<file path="config.mk">
export PLATFORM = sky130hd
export DESIGN_NAME = multicycle_control
export DESIGN_NICKNAME = d
export VERILOG_FILES = /design/src/rtl/multicycle_pkg.sv /design/src/rtl/alu_ctr_decode.sv /design/src/rtl/multicycle_control.sv
export SDC_FILE = /design/constraint.sdc
export NUM_CORES = 1
export LEC_CHECK = 0
export CORE_MARGIN = 2
export CORE_UTILIZATION = 37
export DETAILED_ROUTE_END_ITERATION = 16
export PLACE_DENSITY = 0.81
export SLEW_MARGIN = 20
export SYNTH_ARGS = -nofsm -noshare
export SYNTH_HDL_FRONTEND = slang
export SYNTH_SLANG_ARGS = --single-unit
</file>
<file path="constraint.sdc">
create_clock -name clk -period 1.6 [get_ports clk]
set_input_delay 0.16 -clock clk [delete_from_list [all_inputs] [get_ports clk]]
set_output_delay 0.16 -clock clk [all_outputs]
set_load 0.01 [all_outputs]
</file>
<file path="src/rtl/multicycle_pkg.sv">
// rtl/multicycle_pkg.sv - shared types and encodings for the multi-cycle controller
package multicycle_pkg;

  typedef enum logic [3:0] {
    S_FETCH    = 4'd0,
    S_DECODE   = 4'd1,
    S_MEM_ADDR = 4'd2,
    S_MEM_RD   = 4'd3,
    S_MEM_WB   = 4'd4,
    S_MEM_WR   = 4'd5,
    S_EXEC     = 4'd6,
    S_ALU_WB   = 4'd7,
    S_IMM_EXEC = 4'd8,
    S_IMM_WB   = 4'd9,
    S_BRANCH   = 4'd10,
    S_JUMP     = 4'd11,
    S_TRAP     = 4'd12
  } state_e;

  // Opcodes (instr[31:26])
  localparam logic [5:0] OP_RTYPE = 6'b000000;
  localparam logic [5:0] OP_LW    = 6'b100011;
  localparam logic [5:0] OP_SW    = 6'b101011;
  localparam logic [5:0] OP_BEQ   = 6'b000100;
  localparam logic [5:0] OP_J     = 6'b000010;
  localparam logic [5:0] OP_ADDI  = 6'b001000;

  // R-type function codes (instr[5:0])
  localparam logic [5:0] FN_ADD = 6'b100000;
  localparam logic [5:0] FN_SUB = 6'b100010;
  localparam logic [5:0] FN_AND = 6'b100100;
  localparam logic [5:0] FN_OR  = 6'b100101;
  localparam logic [5:0] FN_SLT = 6'b101010;

  // ALU operation codes driven onto alu_ctr (zero-extended to ALUCTR_W)
  localparam logic [2:0] ALU_AND = 3'b000;
  localparam logic [2:0] ALU_OR  = 3'b001;
  localparam logic [2:0] ALU_ADD = 3'b010;
  localparam logic [2:0] ALU_SUB = 3'b110;
  localparam logic [2:0] ALU_SLT = 3'b111;

  // Internal ALU-op selector into the ALU-control decoder
  localparam logic [1:0] ALUOP_ADD   = 2'b00;
  localparam logic [1:0] ALUOP_SUB   = 2'b01;
  localparam logic [1:0] ALUOP_FUNCT = 2'b10;

  // ALU B-operand mux
  localparam logic [1:0] SRCB_RT      = 2'b00;
  localparam logic [1:0] SRCB_FOUR    = 2'b01;
  localparam logic [1:0] SRCB_IMM     = 2'b10;
  localparam logic [1:0] SRCB_IMM_SH2 = 2'b11;

  // Next-PC mux
  localparam logic [1:0] PCSRC_ALU    = 2'b00;
  localparam logic [1:0] PCSRC_ALUOUT = 2'b01;
  localparam logic [1:0] PCSRC_JUMP   = 2'b10;

endpackage

</file>
<file path="src/rtl/alu_ctr_decode.sv">
// rtl/alu_ctr_decode.sv - combinational ALU-control decoder (add/sub/funct)
module alu_ctr_decode
  import multicycle_pkg::*;
#(
  parameter int ALUCTR_W = 3
) (
  input  logic [1:0]          alu_op,
  input  logic [5:0]          func,
  output logic [ALUCTR_W-1:0] alu_ctr,
  output logic                func_valid
);

  logic [2:0] fn_code;
  logic [2:0] code;

  // Map the R-type function field; func_valid is independent of alu_op so
  // DECODE can make its trap decision while the ALU is busy with an add.
  always_comb begin
    fn_code    = ALU_ADD;
    func_valid = 1'b1;
    case (func)
      FN_ADD:  fn_code = ALU_ADD;
      FN_SUB:  fn_code = ALU_SUB;
      FN_AND:  fn_code = ALU_AND;
      FN_OR:   fn_code = ALU_OR;
      FN_SLT:  fn_code = ALU_SLT;
      default: begin
        fn_code    = ALU_ADD;
        func_valid = 1'b0;
      end
    endcase
  end

  // Select between forced add/sub and the function-field decode
  always_comb begin
    code = ALU_ADD;
    case (alu_op)
      ALUOP_ADD:   code = ALU_ADD;
      ALUOP_SUB:   code = ALU_SUB;
      ALUOP_FUNCT: code = fn_code;
      default:     code = ALU_ADD;
    endcase
  end

  // Zero-extend the 3-bit encoding into wider ALU control buses
  assign alu_ctr = ALUCTR_W'(code);

endmodule

</file>
<file path="src/rtl/multicycle_control.sv">
// rtl/multicycle_control.sv - Moore FSM sequencing fetch/decode/execute/memory/write-back
module multicycle_control
  import multicycle_pkg::*;
#(
  parameter int ALUCTR_W = 3,
  parameter bit IMM_EN   = 1'b1
) (
  input  logic                clk,
  input  logic                rst_n,
  input  logic [5:0]          opcode,
  input  logic [5:0]          func,
  input  logic                zero,
  input  logic                mem_ready,
  output logic                pc_write,
  output logic                iord,
  output logic                mem_read,
  output logic                mem_write,
  output logic                ir_write,
  output logic                reg_dst,
  output logic                mem_to_reg,
  output logic                reg_write,
  output logic                alu_src_a,
  output logic [1:0]          alu_src_b,
  output logic [1:0]          pc_source,
  output logic [ALUCTR_W-1:0] alu_ctr,
  output logic                illegal
);

  state_e                state_q, state_d;
  logic [1:0]            alu_op;
  logic                  alu_en;
  logic                  func_valid;
  logic [ALUCTR_W-1:0]   dec_alu_ctr;

  alu_ctr_decode #(
    .ALUCTR_W (ALUCTR_W)
  ) u_alu_ctr_decode (
    .alu_op     (alu_op),
    .func       (func),
    .alu_ctr    (dec_alu_ctr),
    .func_valid (func_valid)
  );

  // State register; reset wins over every transition including TRAP and memory waits
  always_ff @(posedge clk) begin
    if (!rst_n) begin
      state_q <= S_FETCH;
    end else begin
      state_q <= state_d;
    end
  end

  // Next-state and Moore outputs; everything defaults to 0 and each state raises its own
  always_comb begin
    state_d    = state_q;
    pc_write   = 1'b0;
    iord       = 1'b0;
    mem_read   = 1'b0;
    mem_write  = 1'b0;
    ir_write   = 1'b0;
    reg_dst    = 1'b0;
    mem_to_reg = 1'b0;
    reg_write  = 1'b0;
    alu_src_a  = 1'b0;
    alu_src_b  = SRCB_RT;
    pc_source  = PCSRC_ALU;
    illegal    = 1'b0;
    alu_op     = ALUOP_ADD;
    alu_en     = 1'b0;

    case (state_q)
      S_FETCH: begin
        // PC+4 is computed every fetch cycle, but only committed when memory delivers
        mem_read  = 1'b1;
        alu_src_b = SRCB_FOUR;
        alu_en    = 1'b1;
        if (mem_ready) begin
          ir_write = 1'b1;
          pc_write = 1'b1;
          state_d  = S_DECODE;
        end
      end

      S_DECODE: begin
        // Speculatively form the branch target into ALUOut while decoding
        alu_src_b = SRCB_IMM_SH2;
        alu_en    = 1'b1;
        case (opcode)
          OP_RTYPE:     state_d = func_valid ? S_EXEC : S_TRAP;
          OP_LW, OP_SW: state_d = S_MEM_ADDR;
          OP_BEQ:       state_d = S_BRANCH;
          OP_J:         state_d = S_JUMP;
          OP_ADDI:      state_d = IMM_EN ? S_IMM_EXEC : S_TRAP;
          default:      state_d = S_TRAP;
        endcase
      end

      S_MEM_ADDR: begin
        alu_src_a = 1'b1;
        alu_src_b = SRCB_IMM;
        alu_en    = 1'b1;
        state_d   = (opcode == OP_LW) ? S_MEM_RD : S_MEM_WR;
      end

      S_MEM_RD: begin
        mem_read = 1'b1;
        iord     = 1'b1;
        if (mem_ready) begin
          state_d = S_MEM_WB;
        end
      end

      S_MEM_WB: begin
        reg_write  = 1'b1;
        mem_to_reg = 1'b1;
        state_d    = S_FETCH;
      end

      S_MEM_WR: begin
        mem_write = 1'b1;
        iord      = 1'b1;
        if (mem_ready) begin
          state_d = S_FETCH;
        end
      end

      S_EXEC: begin
        alu_src_a = 1'b1;
        alu_src_b = SRCB_RT;
        alu_op    = ALUOP_FUNCT;
        alu_en    = 1'b1;
        state_d   = S_ALU_WB;
      end

      S_ALU_WB: begin
        reg_write = 1'b1;
        reg_dst   = 1'b1;
        state_d   = S_FETCH;
      end

      S_IMM_EXEC: begin
        alu_src_a = 1'b1;
        alu_src_b = SRCB_IMM;
        alu_en    = 1'b1;
        state_d   = S_IMM_WB;
      end

      S_IMM_WB: begin
        reg_write = 1'b1;
        state_d   = S_FETCH;
      end

      S_BRANCH: begin
        // Compare rs/rt by subtraction; the target already sits in ALUOut
        alu_src_a = 1'b1;
        alu_src_b = SRCB_RT;
        alu_op    = ALUOP_SUB;
        alu_en    = 1'b1;
        pc_source = PCSRC_ALUOUT;
        pc_write  = zero;
        state_d   = S_FETCH;
      end

      S_JUMP: begin
        pc_source = PCSRC_JUMP;
        pc_write  = 1'b1;
        state_d   = S_FETCH;
      end

      S_TRAP: begin
        // Parked with every strobe low until reset
        illegal = 1'b1;
        state_d = S_TRAP;
      end

      default: begin
        state_d = S_TRAP;
      end
    endcase
  end

  // States that do not use the ALU present an all-zero control word
  assign alu_ctr = alu_en ? dec_alu_ctr : '0;

endmodule

</file>
# Word-level counts from Yosys, hierarchy flattened
# Index checks and enable logic that the tools add are counted.
# W data, S select, Z words.
dict set report word_totals {
  regBits 4
  out_inout_bits 17
  wordCells 66
}
dict set report classes {
  n_eq_ne 27
  mux 26
  reduce_logical 12
}
# cell n
set ops {}
lappend ops {{$eq A6 B6 Y1 const B} 7}
lappend ops {{$pmux W4 S8} 1}
lappend ops {{$eq A4 B4 Y1 const B} 5}
lappend ops {{$pmux W4 S5} 1}
lappend ops {{$eq A4 B3 Y1 const B} 4}
lappend ops {{$mux W4} 4}
lappend ops {{$mux W1} 12}
lappend ops {{$pmux W3 S4} 1}
lappend ops {{$reduce_or A5 Y1} 2}
lappend ops {{$eq A4 B2 Y1 const B} 2}
lappend ops {{$pmux W2 S2} 2}
lappend ops {{$reduce_or A2 Y1} 4}
lappend ops {{$eq A6 B2 Y1 const B} 1}
lappend ops {{$eq A6 B3 Y1 const B} 1}
lappend ops {{$eq A6 B4 Y1 const B} 1}
lappend ops {{$logic_not A6 Y1} 1}
lappend ops {{$mux W3} 2}
lappend ops {{$ne A2 B2 Y1 const B} 3}
lappend ops {{$pmux W2 S3} 1}
lappend ops {{$pmux W3 S2} 1}
lappend ops {{$reduce_or A6 Y1} 1}
lappend ops {{$eq A4 B1 Y1 const B} 1}
lappend ops {{$logic_not A4 Y1} 1}
lappend ops {{$reduce_or A4 Y1} 1}
lappend ops {{other kinds (5)} 5}

# Depth between registers and ports, before layout
dict set report depth {
  ltp_word 6
  depth_mapped 8
  mapped_depth_nobuf 7
}

# Hierarchy
# A second synthesis with hierarchy kept.
dict set report hier_totals {
  hier_cells 106
  hier_area_um2 778.2
}
# module n_inst cells_each area_per_inst_um2
set modules_own_cells {}
lappend modules_own_cells {multicycle_control 1 88 610.6}
lappend modules_own_cells {alu_ctr_decode 1 18 167.7}

# Least setup slack after synthesis
# Ideal clock, no wire load.
dict set report synth_path {
  path_type {register to output}
  from {register state_q[0]}
  to {output alu_ctr[2]}
  t_arrival_ns 1.672
  required_ns 1.440
  slack_ns -0.232
  stages_incl_launch_ff 7
  cell_sequence {dfxtp_1 clkbuf_1 nand2b_1 nor2_1 inv_1 ha_1 a211oi_1}
}
dict set report synth_between {
  elab_chain_len 5
  word_cells_on_any_way 13
}
# item line
set synth_rtl {}
lappend synth_rtl {{start, declared} multicycle_control.sv:29} ;# state_e state_q, state_d;
lappend synth_rtl {{start signal, assigned} multicycle_control.sv:49} ;# state_q <= state_d;
lappend synth_rtl {{$eq A4 B4 Y1 / $eq A4 B3 Y1 (equally long branches)} multicycle_control.sv:71} ;# case (state_q)
lappend synth_rtl {{$pmux W2 S2} multicycle_control.sv:71}
lappend synth_rtl {{$eq A2 B2 Y1 / $eq A2 B1 Y1 (equally long branches)} alu_ctr_decode.sv:37} ;# case (alu_op)
lappend synth_rtl {{$pmux W3 S2} alu_ctr_decode.sv:37}
lappend synth_rtl {{$mux W3 (*)} multicycle_control.sv:183} ;# assign alu_ctr = alu_en ? dec_alu_ctr : '0;
lappend synth_rtl {{end, declared} multicycle_control.sv:25} ;# output logic [ALUCTR_W-1:0] alu_ctr,
# Mark *: on every way between the ends. The rest lies on a longest branch, timed or not.

# Final worst setup path
dict set report layout_path {
  from {register state_q[1]}
  to {output alu_ctr[1]}
}
# Same word-level chain as after synthesis.

==> out/qor.yml <==
status: "finished with violations"
violations: "negative setup slack"
drtAntennaViolNets: 0
path_cells: "nand2_4 > nor3_4 > inv_2 > ha_4 > o31a_1 > buf_2"
n_fill_cell: 153
synth_cells: 108
yosysWarnings: 0
clock-sinks: 4
layout-drive-gt1-share_pct: 42.8
synthArstFlopShare_pct: 0
cp_max_fo: 4
maxSlewHeadroom_pct: 83.0
synth_area_leaders: "dfxtp_1, nor3_1, nor2b_1"
wirelength_um: 2790
regMostFlops: "state_q"
place_congestion: 0.857
multiInputGateArea_um2: 739
cts_buffer_depth: 2
tightest_slew_ns: 0.253
vias: 1108
cts_made_buffers: 3
r2r-start: "state_q[1]$_SDFFE_PN0P_"
r2r.worst_path.cells: 7
drc_errors: 0
grt_max_degree: 15
clk_pin_slew_worst_paths_ns: 0.05
rrSetupSlack_ns: -0.03
top_regs: "state_q (4)"
fp.dieH_um: 48.6
antenna_found_initial: 0
synth_top_area_share_pct: 10.9
critical_path_arrival_ns: 1.61
seqCellArea_um2: 95.1
placedCellCount: 189
netlist_area_um2: 736
clock_latency_ns: 0.24
synth-seq-area-share_pct: 10.9
n_antenna_cell: 0
synth_compound_area_share_pct: 29.1
r2r-end: "state_q[0]$_SDFFE_PN0P_"
dr.pass1.iters: 6
hold_viol: 0
drt_iter0_drc: 49
hold_path_depth: 3
core_area_um2: 1920
synth_fp_nets: 126
clockRootBuffer: "clkbuf_4"
synth_top_cell_by_area: "dfxtp_1"
cts_tree: "done"
start_util_pct: 38.3
critPathLaunchType: "flip-flop"
cts-htree-levels: 1
synth.avg_cell_area_um2: 6.81
nNetsFinal: 186
end_kind: "primary output"
io_buffer_count: 32
finalSetupViolations: 5
synthSimpleGateAreaFrac_pct: 44.7
ir_drop_uv: 465
rsz0062_at_grt: "true"
period_needed_ns: 1.77
synthFlopType: "dfxtp_1"
critPathKind: "reg -> out"
vias_per_cell: 5.74
place_hpwl_um: 1960
io_pins: 33
p_per_area_nw_per_um2: 693
power_w: 0.000976
fmax_mhz: 566
die_w_um: 48.6
layout_setup_ws_ns: -0.167
fin_setup_tns_ns: -0.400
fin_worst_skew_ns: 0.0112
post_drt_wl_per_cell_um: 14.5
slowest_delay_ns: 0.38
synthMuxAreaShare_pct: 2.89
whs_endpoint: "state_q[3]$_SDFFE_PN0P_"
finalCritPeriodShare_pct: 110
fin_cells: 193
synth_top_family_by_area: "simple AND/OR/NAND/NOR gates"
synth.distinct_cells: 42
yosys_register_bits: 4
syn_to_final_growth_pct: 91.5
track_usage_pct: 21.3
cap_violations: 0
grt_pass1_wl_um: 4080
synth-edff-count: 0
preCtsSetupSlack_ns: -0.569
die_area_um2: 2360
holdCritPathClass: "in -> reg"
slew_viol_final: 0
synth_fa_ha_area_share_pct: 3.40
synth-xor-area-share_pct: 1.19
rows: 16
hp-start: "rst_n"
required_ns: 1.44
critPathSlowestCell: "dfxtp_4"
largest_register_ffs: 4
overflow: 0
p_leak_nw: 0.637
grt_pass1_vias: 1022
-- per-layer routing --
layer / wire length, µm / GRT usage, %
met4: 150 / 11.4
met2: 1430 / 40.7
met1: 1020 / 22.5
met5: 0 / 0
met3: 191 / 2.78
-- where the power goes --
part / internal, W / total (W) / leakage, nW / switching [W]
logic: 0.000348 / 0.000692 / 0.588 / 0.000344
registers: 0.000121 / 0.000153 / 0.0356 / 0.0000315
clock network: 0.0000843 / 0.000131 / 0.0138 / 0.0000467
total: 0.000554 / 0.000976 / 0.637 / 0.000422
-- cell families after synthesis --
| group | count (synthesis) |
|---|---|
| flip-flops | 4 |
| multiplexers | 2 |
| AND/OR/NAND/NOR | 55 |
| XOR/XNOR | 1 |
| adder cells (fa/ha/maj) | 2 |
| buffers and inverters | 12 |
| AO/OA/AOI/OAI | 32 |
-- timing repair --
item | in CTS | in global routing
pin swaps | 2 | 5
hold buffers | 0 | 0
hold endpoints to repair | 0 | 0
gates resized for setup | 44 | 35
setup buffers | 0 | 2
endpoints found under the setup margin | 19 | 12
gates cloned | 0 | 0
-- layout by cell type, fill, tap and decap left out, types with 3 or more instances in the layout --
| master | instances |
|---|---|
| o21ai_0 | 6 |
| a21oi_1 | 5 |
| nand2_1 | 6 |
| nor2b_1 | 5 |
| o22ai_1 | 3 |
| dfxtp_4 | 4 |
| and3_1 | 3 |
| a21o_1 | 3 |
| clkbuf_2 | 5 |
| clkdlybuf4s50_1 | 14 |
| nor2_1 | 6 |
| nand3_1 | 3 |
| nand2b_4 | 3 |
| buf_4 | 28 |
| buf_2 | 6 |
| nor3_1 | 8 |
| clkbuf_4 | 3 |
| dlygate4sd2_1 | 5 |
-- through the flow --
stage,hold slack (ns),instance area [µm²],util [%]
final,0.565,1410,73.3
after global routing,0.614,1410,73.3
after CTS,0.576,1340,69.7
after detailed placement,0.714,1300,67.6
after global placement,0.700,1300,67.6
after floorplan,0.302,788,-
-- cells in the mapped netlist, types with 2 or more instances --
cell      n
inv_1     5
nor4_1    2
nor3_1    9
dfxtp_1   4
o22ai_1   3
o31a_1    2
and4b_1   2
nand4b_1  2
a21oi_1   7
a21o_1    3
nor2_1    7
o21ai_0   6
o21ai_1   2
clkbuf_1  2
nand3_1   3
nand2b_1  4
nand2_1   8
and3_1    3
nor2b_1   6
ha_1      2
buf_2     4
a211o_1   2
-- worst max-delay path: cells and delay by family (launching register included) --
| family | cells | cell delay (ns) |
|---|---|---|
| AO/OA/AOI/OAI | 1 | 0.29 |
| adder cells (fa/ha/maj) | 1 | 0.17 |
| flip-flops | 1 | 0.38 |
| AND/OR/NAND/NOR | 2 | 0.30 |
| buffers and inverters | 2 | 0.22 |
-- how the worst max path moves through the flow --
stage / startpoint / to / slack (ns) / depth (start not counted)
6_report: state_q[1]$_SDFFE_PN0P_ / alu_ctr[1] / -0.17 / 6
5_1_grt: state_q[1]$_SDFFE_PN0P_ / alu_ctr[1] / -0.20 / 6
4_1_cts: state_q[1]$_SDFFE_PN0P_ / alu_ctr[2] / -0.26 / 7
3_5_place_dp: func[4] / alu_ctr[2] / -0.57 / 6
3_3_place_gp: func[4] / alu_ctr[2] / -0.48 / 6
2_1_floorplan: state_q[2]$_SDFFE_PN0P_ / alu_ctr[1] / 0.02 / 8
-- cell type report --
cell class | count | area share, %
multi-input cells | 92 | 52.5
flip-flops and latches | 4 | 6.75
inverters | 5 | 1.51
well taps | 27 | 2.40
repair buffers | 62 | 35.3
clock buffers | 3 | 1.60
Note: power is estimated with default switching activity, not from simulation.
